--- src/rtl/keypad_scanner.sv ---
// Keypad matrix scanner.
//
// Drives one active-low column at a time, samples the active-low rows after a settle time, and
// assembles a full-matrix frame. A frame must be seen unchanged for StableScans consecutive
// scans before it is published on keys_o.
//
// Ports:
//   clk_i         clock
//   rst_ni        asynchronous reset, active-low
//   row_i         raw row pads, active-low, asynchronous to clk_i
//   col_o         column drive, active-low (one bit low while scanning, all high otherwise)
//   keys_o        debounced key bitmap, 1 = pressed, bit index r*Cols + c
//   key_change_o  one-cycle pulse coincident with any keys_o update
//   scan_done_o   one-cycle pulse at the end of every full scan
module keypad_scanner #(
  parameter int unsigned Rows         = 4,
  parameter int unsigned Cols         = 4,
  parameter int unsigned SettleCycles = 100,
  parameter int unsigned StableScans  = 4
) (
  input  logic                   clk_i,
  input  logic                   rst_ni,
  input  logic [Rows-1:0]        row_i,
  output logic [Cols-1:0]        col_o,
  output logic [Rows*Cols-1:0]   keys_o,
  output logic                   key_change_o,
  output logic                   scan_done_o
);

  localparam int unsigned NumKeys = Rows * Cols;
  localparam int unsigned ColW    = (Cols > 1) ? $clog2(Cols) : 1;
  localparam int unsigned SettleW = $clog2(SettleCycles);
  localparam int unsigned CntW    = $clog2(StableScans + 1);

  typedef enum logic [1:0] {
    StDrive,
    StSample,
    StEval
  } state_e;

  state_e               state_q, state_d;
  logic [Rows-1:0]      row_sync1_q, row_sync2_q;
  logic [Rows-1:0]      rows_act;
  logic [SettleW-1:0]   settle_q, settle_d;
  logic [ColW-1:0]      col_idx_q, col_idx_d;
  logic [Cols-1:0]      col_drv_q, col_drv_d;
  logic [NumKeys-1:0]   frame_q, frame_d;
  logic [NumKeys-1:0]   last_frame_q, last_frame_d;
  logic [NumKeys-1:0]   keys_q, keys_d;
  logic [CntW-1:0]      cnt_q, cnt_d, cnt_next;
  logic                 key_change_q, key_change_d;
  logic                 scan_done_q, scan_done_d;

  // Active-low one-hot column pattern for a column index.
  function automatic logic [Cols-1:0] col_drive(input logic [ColW-1:0] idx);
    logic [Cols-1:0] pat;
    pat = '1;
    for (int unsigned c = 0; c < Cols; c++) begin
      if (idx == ColW'(c)) pat[c] = 1'b0;
    end
    return pat;
  endfunction

  // Synchroniser resets to "no key pressed" (rows pulled high).
  always_ff @(posedge clk_i or negedge rst_ni) begin
    if (!rst_ni) begin
      row_sync1_q <= '1;
      row_sync2_q <= '1;
    end else begin
      row_sync1_q <= row_i;
      row_sync2_q <= row_sync1_q;
    end
  end

  assign rows_act = ~row_sync2_q;

  always_comb begin
    state_d      = state_q;
    settle_d     = settle_q;
    col_idx_d    = col_idx_q;
    col_drv_d    = col_drv_q;
    frame_d      = frame_q;
    last_frame_d = last_frame_q;
    keys_d       = keys_q;
    cnt_d        = cnt_q;
    cnt_next     = cnt_q;
    key_change_d = 1'b0;
    scan_done_d  = 1'b0;

    unique case (state_q)
      StDrive: begin
        // Also starts the column-0 drive on the first cycle after reset, since col_o resets
        // to all ones.
        col_drv_d = col_drive(col_idx_q);
        if (settle_q == SettleW'(SettleCycles - 1)) begin
          settle_d = '0;
          state_d  = StSample;
        end else begin
          settle_d = settle_q + SettleW'(1);
        end
      end

      StSample: begin
        for (int unsigned r = 0; r < Rows; r++) begin
          for (int unsigned c = 0; c < Cols; c++) begin
            if (col_idx_q == ColW'(c)) frame_d[r*Cols + c] = rows_act[r];
          end
        end
        if (col_idx_q == ColW'(Cols - 1)) begin
          col_drv_d = '1;
          state_d   = StEval;
        end else begin
          col_idx_d = col_idx_q + ColW'(1);
          col_drv_d = col_drive(col_idx_d);
          settle_d  = '0;
          state_d   = StDrive;
        end
      end

      StEval: begin
        if (frame_q == last_frame_q) begin
          cnt_next = (cnt_q == CntW'(StableScans)) ? cnt_q : cnt_q + CntW'(1);
        end else begin
          cnt_next     = CntW'(1);
          last_frame_d = frame_q;
        end
        cnt_d = cnt_next;
        if ((cnt_next == CntW'(StableScans)) && (frame_q != keys_q)) begin
          keys_d       = frame_q;
          key_change_d = 1'b1;
        end
        scan_done_d = 1'b1;
        col_idx_d   = '0;
        col_drv_d   = col_drive('0);
        settle_d    = '0;
        state_d     = StDrive;
      end

      default: begin
        col_idx_d = '0;
        col_drv_d = '1;
        settle_d  = '0;
        state_d   = StDrive;
      end
    endcase
  end

  always_ff @(posedge clk_i or negedge rst_ni) begin
    if (!rst_ni) begin
      state_q      <= StDrive;
      settle_q     <= '0;
      col_idx_q    <= '0;
      col_drv_q    <= '1;
      frame_q      <= '0;
      last_frame_q <= '0;
      keys_q       <= '0;
      cnt_q        <= '0;
      key_change_q <= 1'b0;
      scan_done_q  <= 1'b0;
    end else begin
      state_q      <= state_d;
      settle_q     <= settle_d;
      col_idx_q    <= col_idx_d;
      col_drv_q    <= col_drv_d;
      frame_q      <= frame_d;
      last_frame_q <= last_frame_d;
      keys_q       <= keys_d;
      cnt_q        <= cnt_d;
      key_change_q <= key_change_d;
      scan_done_q  <= scan_done_d;
    end
  end

  assign col_o        = col_drv_q;
  assign keys_o       = keys_q;
  assign key_change_o = key_change_q;
  assign scan_done_o  = scan_done_q;

endmodule

--- config.mk ---
export PLATFORM = sky130hd
export DESIGN_NAME = keypad_scanner
export DESIGN_NICKNAME = d
export VERILOG_FILES = /design/src/rtl/keypad_scanner.sv
export SDC_FILE = /design/constraint.sdc
export NUM_CORES = 1
export LEC_CHECK = 0
export BUFFER_PORTS_ARGS = -buffer_cell sky130_fd_sc_hd__buf_2
export CORE_ASPECT_RATIO = 1.1
export CORE_MARGIN = 3
export CORE_UTILIZATION = 44
export DETAILED_ROUTE_END_ITERATION = 6
export GPL_ROUTABILITY_DRIVEN = 0
export HOLD_SLACK_MARGIN = 0.06
export PLACE_DENSITY_LB_ADDON = 0.12
export SYNTH_ARGS = -nofsm -noshare
export SYNTH_HDL_FRONTEND = slang
export SYNTH_SLANG_ARGS = --single-unit
--- constraint.sdc ---
create_clock -name clk_i -period 3.1 [get_ports clk_i]
set_clock_uncertainty 0.15 [all_clocks]
set_input_delay 0.31 -clock clk_i [delete_from_list [all_inputs] [get_ports clk_i]]
set_output_delay 0.31 -clock clk_i [all_outputs]
set_load 0.01 [all_outputs]
=== Word level (Yosys, flattened, before mapping) ===
Cells that the tools add are included.

* Output and inout bits: 22
* Logic and storage cells: 71
* Register bits after elaboration: 76

* Bitwise operators: 3
* Reductions and logical operators: 11
* Add/sub/neg operators: 3
* Equal/unequal tests: 15
* Muxes and demuxes: 24

{| class="wikitable"
|+ Operator list
! kind !! number
|-
| equality test 16 bit || 1
|-
| != test 16 bit || 1
|-
| two-way mux 7 bit || 2
|-
| one-hot mux 7 bit (2 select lines) || 1
|-
| AND reduction 2 bit || 7
|-
| one-hot mux 4 bit (3 select lines) || 1
|-
| two-way mux 1 bit || 11
|-
| equality test 2 bit (second input constant) || 5
|-
| two-way mux 3 bit || 3
|-
| one-hot mux 2 bit (2 select lines) || 2
|-
| adder 7 x 1 -> 7 bit (second input constant) || 1
|-
| equality test 7 bit (second input constant) || 1
|-
| equality test 2 x 1 -> 1 bit (second input constant) || 3
|-
| equality test 3 bit (second input constant) || 2
|-
| zero test 2 bit || 3
|-
| two-way mux 2 bit || 3
|-
| two-way mux 4 bit || 1
|-
| != test 2 bit (second input constant) || 2
|-
| inverter 4 bit || 1
|-
| adder 3 x 1 -> 3 bit (second input constant) || 1
|-
| adder 2 x 1 -> 2 bit (second input constant) || 1
|-
| inverter 1 bit || 2
|-
| logical AND 1 bit || 1
|}

=== Logic depth before layout (Yosys ltp) ===
* Depth in word-level cells: 8
* Gate-level depth with buffers: 8

=== Worst setup path before layout ===
OpenSTA, ideal clock, no wires.

* Kind: register -> register
* From: register cnt_q[0]
* To: register keys_q[10], in the netlist keys_o[10]
* Buffers on the path: 1
* Library setup time: 125 ps
* Stages on the path, launching flop included: 9
* Data arrival time: 1922 ps
* Period minus slack after synthesis: 2197 ps
* Path slack: 903 ps
* Cells stage by stage: dfrtp_1 -> inv_1 -> ha_1 -> nand3b_1 -> o21ai_0 -> nor4_1 -> nand3_4 -> buf_6 -> mux2_4

* Longest elaborated chain between the ends: 7
* Elaborated cells between the ends (all ways): 8

{| class="wikitable"
|+ Ends and longest elaborated chain
! element !! RTL line !! source
|-
| start, declared || 50 || <nowiki>logic [CntW-1:0] cnt_q, cnt_d, cnt_next;</nowiki>
|-
| start signal, assigned || 168 || <nowiki>cnt_q <= cnt_d;</nowiki>
|-
| adder 3 x 1 -> 3 bit / equality test 3 bit (equally long branches) || 122 || <nowiki>cnt_next = (cnt_q == CntW'(StableScans)) ? cnt_q : cnt_q + CntW'(1);</nowiki>
|-
| two-way mux 3 bit * || 122 ||
|-
| two-way mux 3 bit * || 121 || <nowiki>if (frame_q == last_frame_q) begin</nowiki>
|-
| two-way mux 3 bit * || 90 || <nowiki>unique case (state_q)</nowiki>
|-
| equality test 3 bit * || 128 || <nowiki>if ((cnt_next == CntW'(StableScans)) && (frame_q != keys_q)) begin</nowiki>
|-
| logical AND 1 bit * || 128 ||
|-
| AND reduction 2 bit (no line) * || -- ||
|-
| end signal, assigned || 167 || <nowiki>keys_q <= keys_d;</nowiki>
|-
| end, declared || 49 || <nowiki>logic [NumKeys-1:0] keys_q, keys_d;</nowiki>
|}

Mark *: on every way between the ends. The rest lies on a longest branch, timed or not. The select of a mux whose other input is x is not followed.
A chain may end at the register's enable or synchronous reset.

=== Worst setup path after layout ===
* From: register cnt_q[0]
* To: register keys_q[14], in the netlist keys_o[14]

The elaborated chain is that of the path after synthesis.

==> out/results.tsv <==
stage	metric	value	unit
outcome	outcome	finished clean	
global_routing	initial antenna violation count	0	
worst_setup_path	family with the most delay on the worst path	simple AND/OR/NAND/NOR gates	
detailed_routing	M1 WL	2985	µm
synth	number of synthesized flops with an enable pin	0	
global_routing	largest net degree at the start of global routing	77	
place	pre-CTS WS	499.6	ps
finish	area grow syn2layout	15.84	%
worst_setup_path	RR Endpoint	keys_o[14]	
worst_setup_path	Bufs and invs on worst path	1	
detailed_routing	Pre-antenna DRT Iters	4	
power	static leakage	0.001953	µW
timing	TNS Setup	0	ps
timing	unrepaired setup endpoints after global routing	no	
floorplanning	floorplan row count	32	
floorplanning	Die Y	97.82	µm
clock_network	H-tree lvl count	3	
power	Gate power share	0.013	
worst_hold_path	hold_sp	row_sync1_q[1]	
timing	min cycle time layout	2662	ps
worst_setup_path	Critical Path Source Type	flop	
timing	final setup vio count	0	
timing	max frequency	375.7	MHz
worst_setup_path	slowest stage cell, crit path	nor4_1	
worst_setup_path	flop2flop setup slack	440	ps
detailed_routing	DR vias	2059	
timing	Hold Vio Cnt, Final	0	
clock_network	CTS root buf	clkbuf_8	
synth	syn_nets	283	
detailed_routing	WL final	6090	µm
detailed_routing	DRC	0	
synth	post-synth top area cell	dfrtp_1	
worst_setup_path	CP arrival	2730	ps
global_routing	vias in the first global route	2104	
clock_network	CTS buffer count	9	
timing	Slew @ Worst Pin	921.9	ps
detailed_routing	DRT antenna net count	0	
synth	Avg Cell Area, Syn	12.49	µm²
synth	Synth area leaders	dfrtp_1 47%, dfstp_2 9.4%, mux2_2 7.3%	
detailed_routing	Highest Signal Layer	met4	
worst_setup_path	Critical Path RT	3170	ps
finish	Layout fillers	631	
detailed_routing	DR vias/cell	5.160	
detailed_routing	DR WL met3	147	µm
detailed_routing	met2 WL	2872	µm
worst_hold_path	Hold EP	row_sync2_q[1]	
detailed_routing	wire length per cell	15.26	µm
synth	Post-synth ARST share	1.000	
global_routing	GRT overflow	0	
power	part of the power in registers	0.501	
synth	top-count cell post-synth	dfrtp_1	
worst_setup_path	Setup Crit Path Kind	flop to flop	
worst_setup_path	peak fanout along the critical path	16	
clock_network	worst-skew pair later-pin latency	340	ps
floorplanning	Core Region	7207	µm²
synth	sequential element share of the synthesized area	0.5685	
synth	Synth Cell Area	3372	µm²
worst_setup_path	reg-to-reg startpoint	cnt_q[0]	
timing	PnR worst setup slack	438.3	ps
worst_hold_path	Hold Path Stages	0	
clock_network	TritonCTS clock tree	built	
clock_network	CTS clk-pin slew, worst paths	80	ps
finish	ANT cells	0	
worst_setup_path	Worst R2R Path Depth	7	
flow_run	max-cap viol count	0	
floorplanning	Chip Width	89.47	µm
global_routing	All-Layer GR Usage	0.1534	
worst_setup_path	CP max stage delay	630	ps
worst_setup_path	crit-path cells	inv_1 -> ha_1 -> nand3b_1 -> o21ai_0 -> nor4_1 -> nand3_4 -> mux2_4	
place	Port Buf Inserts	27	
synth	Synth Flop Type	dfrtp_1	
synth	Synth warnings	0	
clock_network	setup bufs post-CTS	0	
clock_network	CTS Buffer Depth	2	
finish	nets@finish	322	
power	Max VDD drop	0.2718	mV
power	Sw Share	0.1861	
timing	worst rel slew slack	0.3854	
synth	Synth cell types	35	
synth	Syn Inst Count	270	
global_routing	first-pass GRT wire length	10380	µm
timing	fin crit share	0.8586	
power	Int Pwr	1631	µW
floorplanning	die area	8752	µm²
power	Clock power frac	0.486	
synth	synth cell count leaders	64 x dfrtp_1, 29 x nand2_1, 25 x o21ai_0, 22 x mux2_2, 18 x xnor2_1	
synth	Synth top area share	0.4750	
worst_hold_path	Worst Hold Class	flop to flop	
worst_setup_path	Worst setup EP type	flop	
detailed_routing	DRC marker count from the first detailed-route iteration	79	
place	dpl hpwl	4144	µm
power	Pwr Density	512.9	nW/µm²
synth	Yosys reg bits	76	
power	sw power	372.8	µW
finish	layout cells sized above 1	0.3057	
timing	Final Max Tran Viols	0	
floorplanning	Starting Density	0.4679	
clock_network	clock sink count	76	
floorplanning	I/O Pins	28	
worst_setup_path	critical path depth	7	
==> layer usage <==
| metal | up-vias | global-route usage |
|---|---|---|
| li1 | 1010 | - |
| met1 | 1007 | 0.2198 |
| met2 | 34 | 0.2314 |
| met3 | 8 | 0.03038 |
| met4 | 0 | 0.05384 |
| met5 | - | 0 |
==> through the flow <==
step | total power, µW | area (µm²) | util | hold WS, ps | cells
global placement | 1047 | 3587 | 0.4977 | 195.7 | 378
finish | 2004 | 3906 | 0.5420 | 207.3 | 399
global route | 2072 | 3906 | 0.5420 | 212.5 | 399
CTS | 2028 | 3906 | 0.5420 | 208.1 | 399
floorplan | 1022 | 3372 | - | -135.6 | 270
detailed placement | 1047 | 3587 | 0.4977 | 196.9 | 378
==> area by class of cell <==
class,instances,area (µm²),area share
tap,85,106.4,0.02723
clock inverter,3,90.09,0.02306
clock buffer,13,178.9,0.04580
timing repair buffer,33,195.2,0.04997
inverter,6,22.52,0.005766
multi-input combinational,183,1396,0.3575
sequential,76,1917,0.4907
==> sequential cells by signal, indices dropped and copies added, names as in the netlist, 2 cells and up <==
name / count
settle_q: 7
col_idx_q: 2
cnt_q: 3
row_sync2_q: 4
state_q: 2
frame_q: 16
last_frame_q: 16
keys_o: 16
col_o: 4
row_sync1_q: 4
==> repair_timing <==
| action | 4_1_cts | 5_1_grt |
|---|---|---|
| gates resized for setup | 0 | 0 |
| hold buffers | 5 | 0 |
| hold endpoints to repair | 68 | 0 |
==> worst max-delay path by stage <==
stage	from	end	slack, ps
6_report	cnt_q[0]	keys_o[14]	440
5_1_grt	cnt_q[0]	keys_o[13]	250
4_1_cts	cnt_q[0]	keys_o[10]	480
3_5_place_dp	cnt_q[0]	keys_o[10]	500
3_3_place_gp	cnt_q[0]	keys_o[14]	640
2_1_floorplan	cnt_q[0]	keys_o[10]	900
==> worst reg2reg max path: stages, from the launching register on <==
cell,delay (ps)
dfrtp_1,420
inv_1,100
ha_1,190
nand3b_1,130
o21ai_0,90
nor4_1,630
nand3_4,420
mux2_4,420
==> power by group through the flow <==
| stage | clock network [µW] | registers [µW] | logic [µW] |
|---|---|---|---|
| global route | 1040 | 1010 | 30.9 |
| finish | 973 | 1000 | 26.0 |
| floorplan | 0 | 1020 | 0.00483 |
| CTS | 995 | 1000 | 28.1 |
| detailed placement | 0 | 1020 | 23.5 |
| global placement | 0 | 1020 | 23.1 |
==> cells in the final DEF, fill, tap and decap left out, types with 5 or more instances in the layout <==
cell type / count
mux2_2: 22
nand2_1: 29
inv_1: 6
dfrtp_1: 64
mux2_4: 10
o21ai_0: 25
clkbuf_8: 13
xor2_1: 17
nor4_1: 5
dlygate4sd3_1: 5
nand4_1: 8
ha_1: 7
buf_2: 26
nor2_1: 5
dfstp_2: 12
xnor2_1: 18
==> logic make-up after synthesis <==
group	share of synthesized area
flops	0.5685
mux	0.1269
simple gates	0.1121
xor+xnor	0.09091
buf+inv	0.01744
compound gates	0.05826
fa+ha+maj	0.02597
Note: power is estimated with default switching activity, not from simulation.
